**config.mk**
```make
export PLATFORM = sky130hd
export DESIGN_NAME = hazard_ctrl_flat
export DESIGN_NICKNAME = d
export VERILOG_FILES = /design/src/rtl/hazard_ctrl_if.sv /design/src/rtl/hazard_ctrl.sv /design/src/flat_wrapper.sv
export SDC_FILE = /design/constraint.sdc
export NUM_CORES = 1
export LEC_CHECK = 0
export BUFFER_PORTS_ARGS = -buffer_cell sky130_fd_sc_hd__buf_2
export CORE_MARGIN = 2
export CORE_UTILIZATION = 51
export CTS_CLUSTER_DIAMETER = 30
export DETAILED_ROUTE_END_ITERATION = 8
export GPL_TIMING_DRIVEN = 0
export PLACE_DENSITY_LB_ADDON = 0.3
export SETUP_SLACK_MARGIN = 0.02
export SKIP_LAST_GASP = 1
export SYNTH_ARGS = -nofsm -noshare
export SYNTH_HDL_FRONTEND = slang
export SYNTH_SLANG_ARGS = --single-unit
```
**constraint.sdc**
```tcl
create_clock -name clk -period 4.4 [get_ports clk]
set_input_delay 1.1 -clock clk [delete_from_list [all_inputs] [get_ports clk]]
set_output_delay 1.1 -clock clk [all_outputs]
set_load 0.005 [all_outputs]
```
**src/rtl/hazard_ctrl_if.sv**
```systemverilog
// hazard_ctrl_if: bundle of pipeline hazard signals between the datapath and
// the hazard controller.
//   master : datapath side, drives the ID/EX observation inputs and consumes
//            the stall/flush controls.
//   slave  : hazard_ctrl side.
// Signals:
//   id_ex_memread, id_ex_register_rd        load in EX and its destination
//   if_id_register_rs1/rs2, if_id_use_rs1/2 sources of the ID instruction
//   ex_branch_taken, ex_mc_start, ex_mc_done EX-stage events
//   pc_write, if_id_write, id_ex_write, control_sel, if_id_flush,
//   id_ex_flush, stall_count                 controller outputs
interface hazard_ctrl_if #(
  parameter int REG_AW = 5,
  parameter int CNT_W  = 16
);
  logic              id_ex_memread;
  logic [REG_AW-1:0] id_ex_register_rd;
  logic [REG_AW-1:0] if_id_register_rs1;
  logic [REG_AW-1:0] if_id_register_rs2;
  logic              if_id_use_rs1;
  logic              if_id_use_rs2;
  logic              ex_branch_taken;
  logic              ex_mc_start;
  logic              ex_mc_done;
  logic              pc_write;
  logic              if_id_write;
  logic              id_ex_write;
  logic              control_sel;
  logic              if_id_flush;
  logic              id_ex_flush;
  logic [CNT_W-1:0]  stall_count;

  modport master (
    output id_ex_memread, id_ex_register_rd, if_id_register_rs1, if_id_register_rs2,
           if_id_use_rs1, if_id_use_rs2, ex_branch_taken, ex_mc_start, ex_mc_done,
    input  pc_write, if_id_write, id_ex_write, control_sel, if_id_flush, id_ex_flush,
           stall_count
  );

  modport slave (
    input  id_ex_memread, id_ex_register_rd, if_id_register_rs1, if_id_register_rs2,
           if_id_use_rs1, if_id_use_rs2, ex_branch_taken, ex_mc_start, ex_mc_done,
    output pc_write, if_id_write, id_ex_write, control_sel, if_id_flush, id_ex_flush,
           stall_count
  );
endinterface

```
**src/rtl/hazard_ctrl.sv**
```systemverilog
// hazard_ctrl: pipeline hazard controller. Inserts LOAD_STALL bubbles on a
// load-use hazard, flushes IF/ID and ID/EX on a taken branch, freezes the
// front of the pipe while a multicycle EX op is busy, and keeps a saturating
// count of cycles in which the PC was held.
// Ports:
//   clk   : clock, rising edge
//   rst_n : synchronous active-low reset; all controls forced low while low
//   hz    : hazard_ctrl_if slave modport (inputs/outputs listed there)
//
// state     | meaning
// IDLE      | no stall in progress; branch, load-use and multicycle start evaluated
// LOAD_WAIT | remaining load-use bubbles, load_cnt_q counts them down
// MC_BUSY   | multicycle EX op in flight, front end frozen until ex_mc_done
module hazard_ctrl #(
  parameter int REG_AW     = 5,
  parameter int LOAD_STALL = 1,
  parameter int MC_EN      = 1,
  parameter int CNT_W      = 16
) (
  input  logic    clk,
  input  logic    rst_n,
  hazard_ctrl_if.slave hz
);

  typedef enum logic [1:0] {
    IDLE      = 2'd0,
    LOAD_WAIT = 2'd1,
    MC_BUSY   = 2'd2
  } state_t;

  localparam logic [REG_AW-1:0] RD_ZERO = '0;
  // The IDLE cycle that detects the hazard is the first bubble.
  localparam logic [2:0]        LS_M1   = 3'(LOAD_STALL - 1);

  state_t           state_q, state_d;
  logic [2:0]       load_cnt_q, load_cnt_d;
  logic [CNT_W-1:0] stall_q;

  logic hazard;
  logic pc_w, ifid_w, idex_w, ctrl_w, ifid_fl, idex_fl;

  assign hazard = hz.id_ex_memread && (hz.id_ex_register_rd != RD_ZERO) &&
                  ((hz.if_id_use_rs1 && (hz.if_id_register_rs1 == hz.id_ex_register_rd)) ||
                   (hz.if_id_use_rs2 && (hz.if_id_register_rs2 == hz.id_ex_register_rd)));

  always_comb begin
    state_d    = state_q;
    load_cnt_d = load_cnt_q;
    pc_w       = 1'b1;
    ifid_w     = 1'b1;
    idex_w     = 1'b1;
    ctrl_w     = 1'b1;
    ifid_fl    = 1'b0;
    idex_fl    = 1'b0;
    case (state_q)
      IDLE: begin
        if (hz.ex_branch_taken) begin
          ifid_fl = 1'b1;
          idex_fl = 1'b1;
        end else if (hazard) begin
          pc_w   = 1'b0;
          ifid_w = 1'b0;
          ctrl_w = 1'b0;
          if (LOAD_STALL > 1) begin
            state_d    = LOAD_WAIT;
            load_cnt_d = LS_M1;
          end
        end else if ((MC_EN != 0) && hz.ex_mc_start && !hz.ex_mc_done) begin
          // start and done in the same cycle is a single-cycle op: no stall
          pc_w    = 1'b0;
          ifid_w  = 1'b0;
          idex_w  = 1'b0;
          state_d = MC_BUSY;
        end
      end
      LOAD_WAIT: begin
        pc_w       = 1'b0;
        ifid_w     = 1'b0;
        ctrl_w     = 1'b0;
        load_cnt_d = load_cnt_q - 3'd1;
        // <= 1 also recovers from an impossible zero count
        if (load_cnt_q <= 3'd1) begin
          state_d    = IDLE;
          load_cnt_d = 3'd0;
        end
      end
      MC_BUSY: begin
        if (hz.ex_mc_done) begin
          state_d = IDLE;
        end else begin
          pc_w   = 1'b0;
          ifid_w = 1'b0;
          idex_w = 1'b0;
        end
      end
      default: begin
        state_d    = IDLE;
        load_cnt_d = 3'd0;
      end
    endcase
  end

  always_ff @(posedge clk) begin
    if (!rst_n) begin
      state_q    <= IDLE;
      load_cnt_q <= 3'd0;
      stall_q    <= '0;
    end else begin
      state_q    <= state_d;
      load_cnt_q <= load_cnt_d;
      if (!pc_w && (stall_q != {CNT_W{1'b1}})) stall_q <= stall_q + 1'b1;
    end
  end

  // In reset every control is held low so the pipe neither advances nor flushes.
  assign hz.pc_write    = rst_n & pc_w;
  assign hz.if_id_write = rst_n & ifid_w;
  assign hz.id_ex_write = rst_n & idex_w;
  assign hz.control_sel = rst_n & ctrl_w;
  assign hz.if_id_flush = rst_n & ifid_fl;
  assign hz.id_ex_flush = rst_n & idex_fl;
  assign hz.stall_count = stall_q;

endmodule

```
**src/flat_wrapper.sv**
```systemverilog
// flat-port wrapper written by rule: the top's interface ports become plain ports
module hazard_ctrl_flat 
#(
  parameter int REG_AW     = 5,
  parameter int LOAD_STALL = 1,
  parameter int MC_EN      = 1,
  parameter int CNT_W      = 16
)
  (clk, rst_n, hz_id_ex_memread, hz_id_ex_register_rd, hz_if_id_register_rs1, hz_if_id_register_rs2, hz_if_id_use_rs1, hz_if_id_use_rs2, hz_ex_branch_taken, hz_ex_mc_start, hz_ex_mc_done, hz_pc_write, hz_if_id_write, hz_id_ex_write, hz_control_sel, hz_if_id_flush, hz_id_ex_flush, hz_stall_count);
  hazard_ctrl_if #(.REG_AW(REG_AW), .CNT_W(CNT_W)) hz_i ();
  input  logic clk;
  input  logic rst_n;
  input wire logic [$bits(hz_i.id_ex_memread)-1:0] hz_id_ex_memread;
  input wire logic [$bits(hz_i.id_ex_register_rd)-1:0] hz_id_ex_register_rd;
  input wire logic [$bits(hz_i.if_id_register_rs1)-1:0] hz_if_id_register_rs1;
  input wire logic [$bits(hz_i.if_id_register_rs2)-1:0] hz_if_id_register_rs2;
  input wire logic [$bits(hz_i.if_id_use_rs1)-1:0] hz_if_id_use_rs1;
  input wire logic [$bits(hz_i.if_id_use_rs2)-1:0] hz_if_id_use_rs2;
  input wire logic [$bits(hz_i.ex_branch_taken)-1:0] hz_ex_branch_taken;
  input wire logic [$bits(hz_i.ex_mc_start)-1:0] hz_ex_mc_start;
  input wire logic [$bits(hz_i.ex_mc_done)-1:0] hz_ex_mc_done;
  output wire logic [$bits(hz_i.pc_write)-1:0] hz_pc_write;
  output wire logic [$bits(hz_i.if_id_write)-1:0] hz_if_id_write;
  output wire logic [$bits(hz_i.id_ex_write)-1:0] hz_id_ex_write;
  output wire logic [$bits(hz_i.control_sel)-1:0] hz_control_sel;
  output wire logic [$bits(hz_i.if_id_flush)-1:0] hz_if_id_flush;
  output wire logic [$bits(hz_i.id_ex_flush)-1:0] hz_id_ex_flush;
  output wire logic [$bits(hz_i.stall_count)-1:0] hz_stall_count;
  assign hz_i.id_ex_memread = hz_id_ex_memread;
  assign hz_i.id_ex_register_rd = hz_id_ex_register_rd;
  assign hz_i.if_id_register_rs1 = hz_if_id_register_rs1;
  assign hz_i.if_id_register_rs2 = hz_if_id_register_rs2;
  assign hz_i.if_id_use_rs1 = hz_if_id_use_rs1;
  assign hz_i.if_id_use_rs2 = hz_if_id_use_rs2;
  assign hz_i.ex_branch_taken = hz_ex_branch_taken;
  assign hz_i.ex_mc_start = hz_ex_mc_start;
  assign hz_i.ex_mc_done = hz_ex_mc_done;
  assign hz_pc_write = hz_i.pc_write;
  assign hz_if_id_write = hz_i.if_id_write;
  assign hz_id_ex_write = hz_i.id_ex_write;
  assign hz_control_sel = hz_i.control_sel;
  assign hz_if_id_flush = hz_i.if_id_flush;
  assign hz_id_ex_flush = hz_i.id_ex_flush;
  assign hz_stall_count = hz_i.stall_count;
  hazard_ctrl #(.REG_AW(REG_AW), .LOAD_STALL(LOAD_STALL), .MC_EN(MC_EN), .CNT_W(CNT_W)) u_core (.clk(clk), .rst_n(rst_n), .hz(hz_i));
endmodule
```
**Word level (Yosys, flattened, before mapping)**

Cells that the tools add are included.
Widths: inputs -> output; s select.

- Flip-flop bits (word level): 21
- Latch bits: 0
- RAM bits: 0
- Memory bits (read-only): 0
- Input bits: 23
- Memories: 0

- Add/subtract/negate cells: 2
- Multipliers: 0
- Divide/modulo/power cells: 0
- $lt $le $gt $ge: 1
- Equality and inequality tests: 10
- Shift-type cells: 0
- Multiplexer cells: 21
- Bitwise operators: 4
- Reduce and logical (&&, ||, !) cells: 13

Operators with widths:

| kind | number |
|---|---|
| $add 16x1->16 const B | 1 |
| $ne 16x16->1 const B | 1 |
| $eq 5x5->1 | 2 |
| $mux 1 | 10 |
| $mux 2 | 5 |
| $logic_and 1x1->1 | 6 |
| $ne 2x2->1 const B | 3 |
| $pmux 2 s3 | 1 |
| $pmux 3 s2 | 1 |
| $reduce_and 5->1 | 1 |
| $reduce_bool 5->1 | 1 |
| $and 1x1->1 | 4 |
| $ne 2x1->1 const B | 2 |
| $pmux 1 s2 | 2 |
| $le 3x1->1 const B | 1 |
| $mux 3 | 1 |
| $pmux 1 s3 | 1 |
| $sub 3x1->3 const B | 1 |
| $eq 2x1->1 const B | 1 |
| $eq 2x2->1 const B | 1 |
| $logic_not 1->1 | 2 |
| $logic_not 2->1 | 1 |
| $reduce_or 2->1 | 1 |
| $logic_or 1x1->1 | 1 |

**Logic depth before layout (Yosys ltp)**

- Depth in word-level cells: 9
- Depth in mapped cells: 8

**Least setup slack after synthesis**

No wires, ideal clock.

- Path type: input port to output port
- Start: input hz_id_ex_register_rd[0]
- End: output hz_pc_write
- Data arrival time: 2362 ps
- Path slack: 938 ps
- Stages: 6
- Buffers on the path: 1
- Cells stage by stage: or4_1 -> o21ai_1 -> nor3_1 -> and2_1 -> nor3_1 -> buf_4

- Cells in the longest elaborated chain, start to end: 8
- Elaborated cells between the ends (all ways): 12

Ends and longest elaborated chain:

| element | line | text |
|---|---|---|
| start, declared | flat_wrapper.sv:14 | `input wire logic [$bits(hz_i.id_ex_register_rd)-1:0] hz_id_ex_register_rd;` |
| $eq 5x5->1 (on tied branches) | hazard_ctrl.sv:43, hazard_ctrl.sv:44 |  |
| $logic_and 1x1->1 (on tied branches) | hazard_ctrl.sv:43, hazard_ctrl.sv:44 |  |
| $logic_or 1x1->1 | hazard_ctrl.sv:43 | `((hz.if_id_use_rs1 && (hz.if_id_register_rs1 == hz.id_ex_register_rd)) \|\|` |
| $logic_and 1x1->1 * | hazard_ctrl.sv:42 | `assign hazard = hz.id_ex_memread && (hz.id_ex_register_rd != RD_ZERO) &&` |
| $mux 1 * (2 in series) | n/a |  |
| $pmux 1 s3 * | n/a |  |
| $and 1x1->1 * | n/a |  |
| end, declared | flat_wrapper.sv:22 | `output wire logic [$bits(hz_i.pc_write)-1:0] hz_pc_write;` |

Every way passes the cells marked *; elsewhere a longest branch is shown, timed or not.

**Worst setup path after layout**

- Start: input hz_id_ex_register_rd[0]
- End: output hz_pc_write

- Cells in the longest elaborated chain, start to end: 8
- Elaborated cells between the ends (all ways): 12

Ends and longest elaborated chain:

| element | line | text |
|---|---|---|
| $eq 5x5->1 (on tied branches) | hazard_ctrl.sv:43, hazard_ctrl.sv:44 |  |
| $logic_and 1x1->1 (on tied branches) | hazard_ctrl.sv:43, hazard_ctrl.sv:44 |  |
| $logic_or 1x1->1 | hazard_ctrl.sv:43 |  |
| $logic_and 1x1->1 * | hazard_ctrl.sv:42 |  |
| $mux 1 * | hazard_ctrl.sv:60 | `end else if (hazard) begin` |
| $mux 1 * | hazard_ctrl.sv:57 | `if (hz.ex_branch_taken) begin` |
| $pmux 1 s3 * | hazard_ctrl.sv:55 | `case (state_q)` |
| $and 1x1->1 * | hazard_ctrl.sv:116 | `assign hz.pc_write = rst_n & pc_w;` |

Marks and branches as above.

==> flow_summary.html <==
<table>
<tr><th>Metric</th><th>Value</th></tr>
<tr><th colspan="2">Routing</th></tr>
<tr><td>Routed length per placed instance</td><td>13.17 um</td></tr>
<tr><td>Number of DRC violations after detailed routing</td><td>0</td></tr>
<tr><td>DRT iter0 DRCs</td><td>32</td></tr>
<tr><td>Total via count in the routed design</td><td>1197</td></tr>
<tr><td>Remaining number of nets flagged by the antenna check after routing</td><td>0</td></tr>
<tr><td>Detail-routed via count per cell</td><td>5.783</td></tr>
<tr><td>Detailed-route wire length</td><td>2726 um</td></tr>
<tr><td>Pre-Repair DR Iteration Count</td><td>4</td></tr>
<tr><th colspan="2">Cells and area</th></tr>
<tr><td>Layout Area Growth over Synthesis</td><td>25.90%</td></tr>
<tr><td>N_diodes</td><td>0</td></tr>
<tr><td>Layout cells sized above 1</td><td>35.00%</td></tr>
<tr><td>Number of nets in the layout</td><td>205</td></tr>
<tr><td>Post-Layout Cell Count</td><td>207</td></tr>
<tr><th colspan="2">Timing</th></tr>
<tr><td>Number of setup violations in the final report</td><td>0</td></tr>
<tr><td>Post-route worst hold slack</td><td>480.3 ps</td></tr>
<tr><td>Worst max-slew margin expressed relative to the limit</td><td>70.58%</td></tr>
<tr><td>Share of the clock period used by the worst path</td><td>84.70%</td></tr>
<tr><td>Worst Clk Skew</td><td>8.106 ps</td></tr>
<tr><td>Post-route minimum period</td><td>3727 ps</td></tr>
<tr><td>Max Fclk</td><td>0.2683 GHz</td></tr>
<tr><td>Final setup TNS</td><td>0 ps</td></tr>
<tr><td>Final slew viol count</td><td>0</td></tr>
<tr><td>Worst slew pin tran</td><td>441.3 ps</td></tr>
<tr><td>Number of hold violations in the final report</td><td>0</td></tr>
<tr><td>Unrepaired setup endpoints after global routing</td><td>no</td></tr>
<tr><th colspan="2">Setup path</th></tr>
<tr><td>Kind of start point of the critical path</td><td>input pin</td></tr>
<tr><td>Required time worst endpoint</td><td>3300 ps</td></tr>
<tr><td>Critical-path maximum fanout</td><td>3</td></tr>
<tr><td>Element type at the critical path end</td><td>primary output</td></tr>
<tr><td>Critical path class</td><td>input pin to primary output</td></tr>
<tr><td>Data arrival time of the critical path</td><td>2630 ps</td></tr>
<tr><th colspan="2">Power</th></tr>
<tr><td>PwrDens</td><td>213.6 nW/um2</td></tr>
<tr><td>Leak Pwr</td><td>0.5430 nW</td></tr>
<tr><td>IR drop worst, VDD</td><td>159.2 uV</td></tr>
<tr><th colspan="2">Logic synthesis</th></tr>
<tr><td>Count of distinct cell types in the synthesized netlist</td><td>39</td></tr>
<tr><td>Yosys reg bits</td><td>17</td></tr>
<tr><td>Largest area contributor in the synthesized netlist</td><td>sky130_fd_sc_hd__dfxtp_1</td></tr>
<tr><td>Syn_nets</td><td>156</td></tr>
<tr><td>Mean post-synth cell area</td><td>8.199 um2</td></tr>
<tr><td>Portion of the post-synthesis area used by sequential elements</td><td>31.45%</td></tr>
<tr><td>Share of Yosys cell area claimed by the top area cell type</td><td>31.45%</td></tr>
<tr><td>Largest cells by area after synthesis</td><td>sky130_fd_sc_hd__dfxtp_1 (31%), sky130_fd_sc_hd__or4_1 (8.3%), sky130_fd_sc_hd__xnor2_1 (8.1%)</td></tr>
<tr><td>Post-synthesis cell area</td><td>1082 um2</td></tr>
<tr><td>Synthesized netlist cell count</td><td>132</td></tr>
<tr><td>YS warnings</td><td>0</td></tr>
<tr><th colspan="2">Floorplan</th></tr>
<tr><td>Chip height</td><td>50.07 um</td></tr>
<tr><td>Total die area</td><td>2507 um2</td></tr>
<tr><td>Effective utilization at floorplan</td><td>54.61%</td></tr>
<tr><td>Area of the core</td><td>1982 um2</td></tr>
<tr><td>Number of top-level design ports</td><td>45</td></tr>
<tr><td>Cell row count</td><td>16</td></tr>
<tr><td>Floorplan die width</td><td>50.07 um</td></tr>
<tr><th colspan="2">Clocking</th></tr>
<tr><td>Post-cts sizing count</td><td>0</td></tr>
<tr><td>Max clock buf depth</td><td>2</td></tr>
<tr><td>Clock root buffer master</td><td>sky130_fd_sc_hd__clkbuf_4</td></tr>
<tr><td>Setup repair bufs after CTS</td><td>0</td></tr>
<tr><td>TritonCTS clock tree</td><td>done</td></tr>
<tr><td>Clock latency on the worst-skew pair</td><td>290 ps</td></tr>
<tr><td>Number of buffers created by CTS</td><td>3</td></tr>
<tr><td>H-Tree Level Count</td><td>1</td></tr>
<tr><td>Hold Buf Count CTS</td><td>0</td></tr>
<tr><td>Clock-pin slew reported for the worst setup and hold paths after clock tree synthesis</td><td>100 ps</td></tr>
<tr><td>Total clock sinks</td><td>17</td></tr>
<tr><th colspan="2">Global route</th></tr>
<tr><td>Maximum number of pins on one net before global-route repair</td><td>11</td></tr>
<tr><td>Via count of the first global-routing pass</td><td>1042</td></tr>
<tr><td>Residual overflow from global routing</td><td>0</td></tr>
<tr><td>Global-route usage over all layers</td><td>22.24%</td></tr>
<tr><td>First-pass GRT wire length</td><td>4340 um</td></tr>
<tr><td>Number of antenna violations at the first check in global routing</td><td>0</td></tr>
<tr><th colspan="2">Outcome</th></tr>
<tr><td>Outcome</td><td>complete, no violations</td></tr>
<tr><th colspan="2">Flow run</th></tr>
<tr><td>Number of max-cap violations</td><td>0</td></tr>
<tr><th colspan="2">Placement</th></tr>
<tr><td>Global placement routability congestion</td><td>0.8165</td></tr>
<tr><td>Post-detail-place hpwl</td><td>2063 um</td></tr>
<tr><td>Port Buffers</td><td>44</td></tr>
<tr><td>Placed Cells</td><td>203</td></tr>
<tr><th colspan="2">Worst hold path</th></tr>
<tr><td>Type of the worst min-delay path</td><td>flip-flop to flip-flop</td></tr>
</table>
-- cells in the mapped netlist --
cell / n
sky130_fd_sc_hd__xnor2_1: 10
sky130_fd_sc_hd__a21oi_2: 1
sky130_fd_sc_hd__clkinv_1: 1
sky130_fd_sc_hd__nor4_1: 1
sky130_fd_sc_hd__nand3_1: 6
sky130_fd_sc_hd__o21a_1: 1
sky130_fd_sc_hd__or3_2: 1
sky130_fd_sc_hd__buf_6: 3
sky130_fd_sc_hd__o22ai_2: 1
sky130_fd_sc_hd__nand2_2: 1
sky130_fd_sc_hd__and3_2: 1
sky130_fd_sc_hd__o21ai_0: 2
sky130_fd_sc_hd__or3b_2: 1
sky130_fd_sc_hd__nor3_1: 3
sky130_fd_sc_hd__mux2i_1: 1
sky130_fd_sc_hd__o211a_1: 1
sky130_fd_sc_hd__nor2_2: 1
sky130_fd_sc_hd__nand4_1: 4
sky130_fd_sc_hd__a21oi_1: 15
sky130_fd_sc_hd__nand2_1: 10
sky130_fd_sc_hd__buf_4: 3
sky130_fd_sc_hd__nand2b_1: 1
sky130_fd_sc_hd__buf_2: 1
sky130_fd_sc_hd__clkbuf_1: 1
sky130_fd_sc_hd__nor2b_1: 1
sky130_fd_sc_hd__or4_1: 12
sky130_fd_sc_hd__and3_1: 2
sky130_fd_sc_hd__dfxtp_1: 17
sky130_fd_sc_hd__or4b_2: 1
sky130_fd_sc_hd__o31ai_1: 11
sky130_fd_sc_hd__buf_1: 1
sky130_fd_sc_hd__and2_1: 1
sky130_fd_sc_hd__o21ai_1: 2
sky130_fd_sc_hd__and3_4: 1
sky130_fd_sc_hd__ha_1: 1
sky130_fd_sc_hd__a311o_1: 1
sky130_fd_sc_hd__nor2_1: 6
sky130_fd_sc_hd__or3_1: 1
sky130_fd_sc_hd__inv_1: 3
-- final cells by class --
class                      count  area (um2)
multi-input combinational    102       658.1
buffer                         9       68.82
inverter                       4       15.01
tap                           27       33.78
sequential                    17       340.3
clock buffer                   4       26.28
fill                         164       619.3
timing repair buffer          44       220.2
-- per-layer routing --
metal  share of wire [%]  wire length [um]  up-vias  GRT usage, %
li1                    -                 -      596             -
met1                  43              1160      551         25.23
met2                  50              1354       46         39.69
met3                 6.7               183        4         5.152
met4                 1.0                28        0         8.333
met5                   0                 0        -             0
-- sequential cells by signal (all words and copies together) (netlist names) --
signal,flops
u_core.hz.stall_count,16
u_core.state_q,1
-- worst max-delay path, cell delays in order --
cell	delay, ps
sky130_fd_sc_hd__buf_2	120
sky130_fd_sc_hd__or4_1	520
sky130_fd_sc_hd__o21ai_1	180
sky130_fd_sc_hd__nor3_1	90
sky130_fd_sc_hd__and2_1	180
sky130_fd_sc_hd__nor3_1	200
sky130_fd_sc_hd__buf_4	150
sky130_fd_sc_hd__buf_2	100
-- power breakdown --
group,internal (mW),total [mW],switching [mW]
Clock,0.0353,0.0859,0.0506
Combinational,0.0247,0.0488,0.0241
Sequential,0.155,0.156,0.00146
Total,0.215,0.291,0.0762
-- cell usage in the layout (no fill, tap or decap), drive strengths merged --
master	Yosys	final
a21oi	16	16
a311o	1	1
and2	1	1
and3	4	4
buf	8	52
clkbuf	1	5
clkinv	1	1
dfxtp	17	17
ha	1	1
inv	3	3
mux2i	1	1
nand2	11	11
nand2b	1	1
nand3	6	6
nand4	4	4
nor2	7	7
nor2b	1	1
nor3	3	3
nor4	1	1
o211a	1	1
o21a	1	1
o21ai	4	4
o22ai	1	1
o31ai	11	11
or3	2	2
or3b	1	1
or4	12	12
or4b	1	1
xnor2	10	10
-- kinds of logic after synthesis --
kind of cell / synth area share, %
simple gates: 29.71
xor+xnor: 8.092
mux: 0.9249
fa+ha+maj: 1.156
buf+inv: 7.744
flops: 31.45
compound gates: 20.93
-- path summary, 6_finish.rpt --
kind | start | to | slack [ps] | cells past startpoint
setup / recovery | hz_id_ex_register_rd[0] | hz_pc_write | 670 | 8
hold reg to reg | u_core.hz.stall_count[5] | u_core.hz.stall_count[5] | 480 | 2
setup reg to reg | u_core.hz.stall_count[2] | u_core.hz.stall_count[8] | 2350 | 8
hold / removal | u_core.hz.stall_count[5] | u_core.hz.stall_count[5] | 480 | 2
-- per-stage QoR --
stage          power, mW  worst slack [ps]  utilization, %  cell area [um2]
6_report          0.2911             673.4           68.75             1363
5_1_grt           0.3024             593.1           68.75             1363
4_1_cts           0.2909             655.7           68.75             1363
3_5_place_dp      0.2088             668.1           67.42             1336
3_3_place_gp      0.2072             714.7           67.42             1336
2_1_floorplan     0.1866             938.5               -             1082
Note: power is estimated with default switching activity, not from simulation.
